$ cat src/rtl/seq_det_pkg.sv
// Shared types and defaults for the serial sequence detector.
package seq_det_pkg;

  localparam int W_DEF = 8;

  typedef enum logic [1:0] {
    IDLE = 2'd0,
    CFG  = 2'd1,
    RUN  = 2'd2,
    DONE = 2'd3
  } state_t;

endpackage

$ cat src/rtl/seq_det_match.sv
// Serial shift register, valid-bit counter and pattern comparator.
// hit is combinational and describes the bit being sampled on the
// current edge, so the caller can register a pulse with latency 1.
module seq_det_match
  import seq_det_pkg::*;
#(
  parameter int W = W_DEF
) (
  input  logic         clk,
  input  logic         rst,
  input  logic         clear,
  input  logic         shift_en,
  input  logic         x,
  input  logic [W-1:0] pattern,
  input  logic [2:0]   len,
  input  logic         overlap,
  output logic         hit
);

  logic [W-1:0] sr;
  logic [W-1:0] sr_next;
  logic [W-1:0] mask;
  logic [3:0]   vcnt;
  logic [3:0]   vcnt_next;
  logic [3:0]   need;

  // Next shift value, saturating bit count and masked compare.
  always_comb begin
    need      = {1'b0, len} + 4'd1;
    sr_next   = {sr[W-2:0], x};
    vcnt_next = (vcnt >= need) ? vcnt : vcnt + 4'd1;
    mask      = '0;
    for (int i = 0; i < W; i++) begin
      mask[i] = (i <= int'(len));
    end
    hit = (vcnt_next >= need) && (((sr_next ^ pattern) & mask) == '0);
  end

  // Shift in one bit per enabled cycle; non-overlap mode forgets the
  // bits consumed by a match so they cannot start the next one.
  always_ff @(posedge clk or posedge rst) begin
    if (rst) begin
      sr   <= '0;
      vcnt <= '0;
    end else if (clear) begin
      sr   <= '0;
      vcnt <= '0;
    end else if (shift_en) begin
      sr   <= sr_next;
      vcnt <= (hit && !overlap) ? 4'd0 : vcnt_next;
    end
  end

endmodule

$ cat src/rtl/seq_det_ctrl.sv
// Configurable serial pattern detector: config handshake, run control,
// match pulse and match counter.
// Handshake: a configuration transfers on a rising clk edge where
// cfg_valid & cfg_ready are both high; cfg_ready depends only on state.
module seq_det_ctrl
  import seq_det_pkg::*;
#(
  parameter int W = W_DEF
) (
  input  logic         clk,
  input  logic         rst,
  input  logic         cfg_valid,
  output logic         cfg_ready,
  input  logic [W-1:0] cfg_pattern,
  input  logic [2:0]   cfg_len,
  input  logic         cfg_overlap,
  input  logic [3:0]   cfg_max,
  input  logic         start,
  input  logic         abort,
  input  logic         x,
  output logic         z,
  output logic [3:0]   match_cnt,
  output logic         busy,
  output logic         done
);

  state_t       state, state_d;
  logic [W-1:0] pattern_q, pattern_d;
  logic [2:0]   len_q, len_d;
  logic         overlap_q, overlap_d;
  logic [3:0]   max_q, max_d;
  logic [3:0]   cnt_q, cnt_d;
  logic         z_q, z_d;
  logic         clear_m;
  logic         shift_en;
  logic         hit;

  seq_det_match #(.W(W)) u_match (
    .clk      (clk),
    .rst      (rst),
    .clear    (clear_m),
    .shift_en (shift_en),
    .x        (x),
    .pattern  (pattern_q),
    .len      (len_q),
    .overlap  (overlap_q),
    .hit      (hit)
  );

  // State, configuration, counter and pulse registers.
  always_ff @(posedge clk or posedge rst) begin
    if (rst) begin
      state     <= IDLE;
      pattern_q <= '0;
      len_q     <= '0;
      overlap_q <= 1'b0;
      max_q     <= '0;
      cnt_q     <= '0;
      z_q       <= 1'b0;
    end else begin
      state     <= state_d;
      pattern_q <= pattern_d;
      len_q     <= len_d;
      overlap_q <= overlap_d;
      max_q     <= max_d;
      cnt_q     <= cnt_d;
      z_q       <= z_d;
    end
  end

  // Next-state logic; a config handshake outranks start, abort outranks a match.
  always_comb begin
    state_d   = state;
    pattern_d = pattern_q;
    len_d     = len_q;
    overlap_d = overlap_q;
    max_d     = max_q;
    cnt_d     = cnt_q;
    z_d       = 1'b0;
    clear_m   = 1'b0;
    shift_en  = 1'b0;
    case (state)
      IDLE: begin
        if (cfg_valid) begin
          pattern_d = cfg_pattern;
          len_d     = cfg_len;
          overlap_d = cfg_overlap;
          max_d     = cfg_max;
          state_d   = CFG;
        end
      end
      CFG, DONE: begin
        if (cfg_valid) begin
          pattern_d = cfg_pattern;
          len_d     = cfg_len;
          overlap_d = cfg_overlap;
          max_d     = cfg_max;
          state_d   = CFG;
        end else if (start) begin
          clear_m = 1'b1;
          cnt_d   = '0;
          state_d = RUN;
        end
      end
      RUN: begin
        if (abort) begin
          state_d = CFG;
        end else begin
          shift_en = 1'b1;
          if (hit) begin
            z_d = 1'b1;
            if (cnt_q != 4'd15) cnt_d = cnt_q + 4'd1;
            if ((max_q != 4'd0) && ((cnt_q + 4'd1) == max_q)) state_d = DONE;
          end
        end
      end
      default: state_d = IDLE;
    endcase
  end

  assign z         = z_q;
  assign match_cnt = cnt_q;
  assign busy      = (state == RUN);
  assign done      = (state == DONE);
  assign cfg_ready = (state != RUN);

endmodule
$ cat config.mk
export PLATFORM = sky130hd
export DESIGN_NAME = seq_det_ctrl
export DESIGN_NICKNAME = d
export VERILOG_FILES = /design/src/rtl/seq_det_pkg.sv /design/src/rtl/seq_det_match.sv /design/src/rtl/seq_det_ctrl.sv
export SDC_FILE = /design/constraint.sdc
export NUM_CORES = 1
export LEC_CHECK = 0
export CAP_MARGIN = 10
export CORE_MARGIN = 8
export CORE_UTILIZATION = 44
export CTS_CLUSTER_SIZE = 24
export DETAILED_ROUTE_END_ITERATION = 10
export PLACE_DENSITY_LB_ADDON = 0.1
export SYNTH_ARGS = -nofsm -noshare
export SYNTH_HDL_FRONTEND = slang
export SYNTH_SLANG_ARGS = --single-unit
$ cat constraint.sdc
create_clock -name clk -period 5.15 [get_ports clk]
set_input_delay 1.03 -clock clk [delete_from_list [all_inputs] [get_ports clk]]
set_output_delay 1.03 -clock clk [all_outputs]
set_load 0.01 [all_outputs]
# Word level (Yosys, flattened, before mapping)
# Cells that the tools add are included.
# word_totals
reg_bits,34
output_inout_bits,8
# classes
addsub,3
n_lt_le_gt_ge,9
eq_ne,15
mux,27
n_bitwise,2
reduce_logical,14
# ops
operator,n
two-way mux 4 bit,9
two-way mux 7 bit,2
<= comparator 3 bit (first input constant),4
two-way mux 2 bit,6
inequality test 2 bit (second input constant),5
adder 4 x 1 -> 4 bit (second input constant),2
AND 8 bit,1
>= comparator 4 bit,2
zero test 8 bit,1
two-way mux 1 bit,8
one-hot mux 4 bit (2 select lines),1
XOR 8 bit,1
<= comparator 2 x 3 -> 1 bit (first input constant),2
inequality test 3 x 2 -> 1 bit (second input constant),2
one-hot mux 2 bit (3 select lines),1
AND reduction 6 bit,1
adder 3 x 1 -> 4 bit (second input constant),1
equality test 2 bit (second input constant),2
equality test 4 bit,1
inequality test 2 x 1 -> 1 bit (second input constant),2
inequality test 4 bit (second input constant),1
AND reduction 4 bit,1
nonzero test 2 bit,2
nonzero test 4 bit,1
other kinds (9),11

# Longest topological paths before layout
# logic_depth
word_depth,9
ltp_mapped,15
depth_no_buf,15

# By module
# From an unflattened synthesis, not the netlist that was laid out.
# unflattened
cells_unflattened,187
hier_area_um2,2108.3
# by_module_without_submodules
mod,instances,cells_per_inst,area_per_inst_um2,seq_area_each_um2
seq_det_ctrl,1,86,1117.3,575.6
seq_det_match,1,101,991.0,275.3

# Least setup slack after synthesis
# No wires, ideal clock.
# synth_timing
path_type,reg-to-reg
from,reg len_q[0]
to,"reg cnt_q[0], in the netlist match_cnt[0]"
setup_ns,0.080
arrival_time_ns,3.676
t_required_ns,5.070
slack_ns,1.394
stages_incl_launch_ff,15
path_buffers,0
period_less_slack_ns,3.756
path_cell_list,dfrtp_1 -> inv_1 -> ha_1 -> inv_1 -> ha_1 -> a21o_1 -> maj3_1 -> a21oi_1 -> mux2_2 -> ha_1 -> a211oi_1 -> a2111oi_2 -> o211ai_4 -> a31oi_4 -> mux2i_1
# synth_via
elab_chain_len,7
elab_cells_between_ends,16
cone_classes,add/sub (1); order compare (9); eq/ne (1); mux (1); bitwise (1); reduce/logical (3)
# synth_lines
item,line_no,text
from (decl),seq_det_ctrl.sv:29,"logic [2:0] len_q, len_d;"
from (signal assigned),seq_det_ctrl.sv:63,len_q <= len_d;
adder 3 x 1 -> 4 bit,seq_det_match.sv:29,"need = {1'b0, len} + 4'd1;"
>= comparator 4 bit,seq_det_match.sv:31,vcnt_next = (vcnt >= need) ? vcnt : vcnt + 4'd1;
two-way mux 4 bit,seq_det_match.sv:31,
>= comparator 4 bit,seq_det_match.sv:36,hit = (vcnt_next >= need) && (((sr_next ^ pattern) & mask) == '0);
logical AND 1 bit (*),seq_det_match.sv:36,
inequality test 2 x 1 -> 1 bit (no source line) (*),--,
AND reduction 6 bit (no source line) (*),--,
to (signal assigned),seq_det_ctrl.sv:66,cnt_q <= cnt_d;
to (decl),seq_det_ctrl.sv:32,"logic [3:0] cnt_q, cnt_d;"
# Mark *: on every way between the ends. The rest lies on a longest branch, timed or not.
# A chain may end at the register's enable or synchronous reset.

# Worst setup path after layout
# layout_timing
from,reg len_q[0]
to,"reg cnt_q[1], in the netlist match_cnt[1]"
# Same word-level chain as after synthesis.

==> impl_metrics.tcl <==
set metrics [dict create \
    fin_worst_skew_ns 0.00471 \
    routed_wl_um 4120 \
    synthTopCellsByArea "dfrtp_1 43%, mux2_2 9.7%, ha_1 7.6%, xor2_1 4.0%, xnor2_1 3.6%" \
    synth_top_area_share_pct 43.3 \
    ys.flop_type "dfrtp_1" \
    worst_pin_slew_ns 0.831 \
    tns_ns 0 \
    setup_viol 0 \
    hpwl_um 3160 \
    path_clk_slew_ns 0.07 \
    die_area_mm2 0.00686 \
    busiest_layer "met2" \
    die_h_um 82.8 \
    syn_to_final_growth_pct 22.4 \
    num_io_pins 30 \
    synth_common_cells "34 x dfrtp_1, 17 x mux2_2, 12 x ha_1, 11 x inv_1, 10 x nand2_1" \
    p_leak_nw 1.05 \
    grt_usage_pct 12.1 \
    n_fill_cell 397 \
    post_drt_via_cell_ratio 5.44 \
    yosysSeqAreaShare_pct 43.3 \
    required_ns 5.35 \
    rsz0062_at_grt "false" \
    critPathMaxFanout 9 \
    yosys_warnings 0 \
    hold_viol_final 0 \
    core_mm2 0.00432 \
    irDropWorstVdd_v 0.000164 \
    root_buffer "clkbuf_8" \
    clock_path_buffers 2 \
    min-delay-start "pattern_q[7]" \
    wl_per_cell_um 15.7 \
    cts_setup_buffers 0 \
    finalMaxSlewViolations 0 \
    grtUsageMet1_pct 15.1 \
    numCtsBuffers 5 \
    synth_area_mm2 0.00196 \
    remaining_drc_errors 0 \
    grt-ovfl-total 0 \
    hold_path_class "flop to flop" \
    period_share_pct 81.0 \
    grt_max_degree 35 \
    post_cts_resized 0 \
    crit_path_end_kind "flop" \
    vias 1430 \
    critical_path_class "flop to flop" \
    fin_cells 263 \
    floorplan.initialDensity_pct 45.4 \
    cap_violations 0 \
    cts_tree "yes" \
    drt-initial-drc-count 54 \
    port_buffers 29 \
    antenna_found_initial 0 \
    syn_area_per_cell_um2 11.2 \
    timing.rr.start "len_q[0]" \
    grt_use_met3_pct 3.13 \
    relSlewSlack_pct 44.4 \
    yosys.area.top_type "dfrtp_1" \
    layout-drive-gt1-share_pct 15.2 \
    crit_path_start "len_q[0]" \
    std_cell_rows 24 \
    fin_util_pct 55.6 \
    dp.cells 255 \
    finalPower_uw 709 \
    final_nets 244 \
    grt_pass1_vias 1487 \
    arrival_ns 4.37 \
    hold_buffers 0 \
    synth_seq_cells 34 \
    final_antenna_net_count 0 \
    grt_pass1_wl_um 7130 \
    async_reset_ff_share_pct 100 \
    grtUsageMet2_pct 19.7 \
    place_area_mm2 0.00231 \
    fmax_mhz 240 \
    clock_sinks 34 \
    ys_types 41 \
    power.density_mw_per_mm2 295 \
    synth_most_common_cell "dfrtp_1" \
    antenna_cells 0 \
    fin_area_mm2 0.00240 \
    start_kind "flop" \
    h-tree-depth 2 \
    min_period_ns 4.17 \
    syn-num-nets 210 \
    clock_latency_ns 0.27 \
    syn_inst 176 \
    status "finished clean" \
    synth_edf_count 0 \
    die_w_um 82.8 \
    drt_pass1_iterations 4 \
    place.gp.congestion 0.825 \
]
## flip-flops by register name (all words and copies together) (netlist names)
| name | flops |
|---|---|
| max_q | 4 |
| len_q | 3 |
| state | 2 |
| match_cnt | 4 |
| overlap_q | 1 |
| u_match.vcnt | 4 |
| u_match.sr | 7 |
| z | 1 |
| pattern_q | 8 |
## critical path, cell delays in order (launching register included)
cell	delay (ns)
dfrtp_1	0.49
inv_1	0.14
ha_1	0.30
inv_1	0.06
ha_1	0.29
a21o_1	0.19
maj3_1	0.41
a21oi_1	0.30
mux2_2	0.38
ha_1	0.29
a211oi_1	0.09
a2111oi_2	0.49
o211ai_4	0.20
a31oi_4	0.27
mux2i_1	0.20
## worst paths after layout
| kind | end | slack (ns) | cells after the start |
|---|---|---|---|
| max in group asynchronous | u_match.sr[4] | 3.70 | 3 |
| min in group asynchronous | pattern_q[0] | 1.15 | 3 |
| hold reg to reg | pattern_q[7] | 0.53 | 1 |
| setup reg to reg | match_cnt[1] | 0.98 | 14 |
| hold / removal | pattern_q[7] | 0.53 | 1 |
| setup / recovery | match_cnt[1] | 0.98 | 14 |
## through the flow
step	setup slack, ns	hold WS [ns]
floorplan	1.39	0.485
global placement	1.19	0.506
detailed placement	1.00	0.519
CTS	0.980	0.538
global route	0.688	0.551
finish	0.977	0.534
## logic make-up after synthesis
| group | after synthesis | synth area share, % |
|---|---|---|
| fa+ha+maj | 13 | 8.15 |
| flops | 34 | 43.3 |
| compound gates | 36 | 15.3 |
| mux | 22 | 12.3 |
| buf+inv | 14 | 2.80 |
| xor+xnor | 17 | 7.58 |
| simple gates | 40 | 10.6 |
## power by group
| group | internal, mW | switching [mW] | leakage, nW |
|---|---|---|---|
| Combinational | 0.0979 | 0.0901 | 0.568 |
| Sequential | 0.292 | 0.0284 | 0.432 |
| Clock | 0.108 | 0.0925 | 0.0482 |
## layout by cell type, fill, tap and decap left out, drive strengths merged, types with 2 or more instances in the layout
cell	netlist	final
dfrtp	34	34
clkdlybuf4s50	0	29
mux2	17	17
ha	12	12
inv	11	11
nand2	10	10
xor2	9	9
xnor2	8	8
a21oi	7	7
nor2	7	7
a22o	7	7
clkbuf	1	7
mux2i	5	5
nand2b	4	4
a211oi	4	4
nand3	4	4
o21ai	4	4
nor2b	3	3
nor3	3	3
a21o	3	3
or3	2	2
and2	2	2
o211ai	2	2
## routing by layer
layer	part of all wire, %	up-vias
met5	0	-
met4	0.41	0
met3	3.9	2
met2	48	29
met1	47	696
li1	-	703
## final cells by class
type | instances | area [um2] | area share [%]
Timing Repair Buffer | 30 | 298 | 12.4
Multi-Input combinational cell | 128 | 1060 | 44.0
Clock inverter | 1 | 5.00 | 0.208
Inverter | 11 | 41.3 | 1.72
Tap cell | 52 | 65.1 | 2.71
Sequential cell | 34 | 851 | 35.4
Clock buffer | 7 | 86.3 | 3.59
Note: power is estimated with default switching activity, not from simulation.
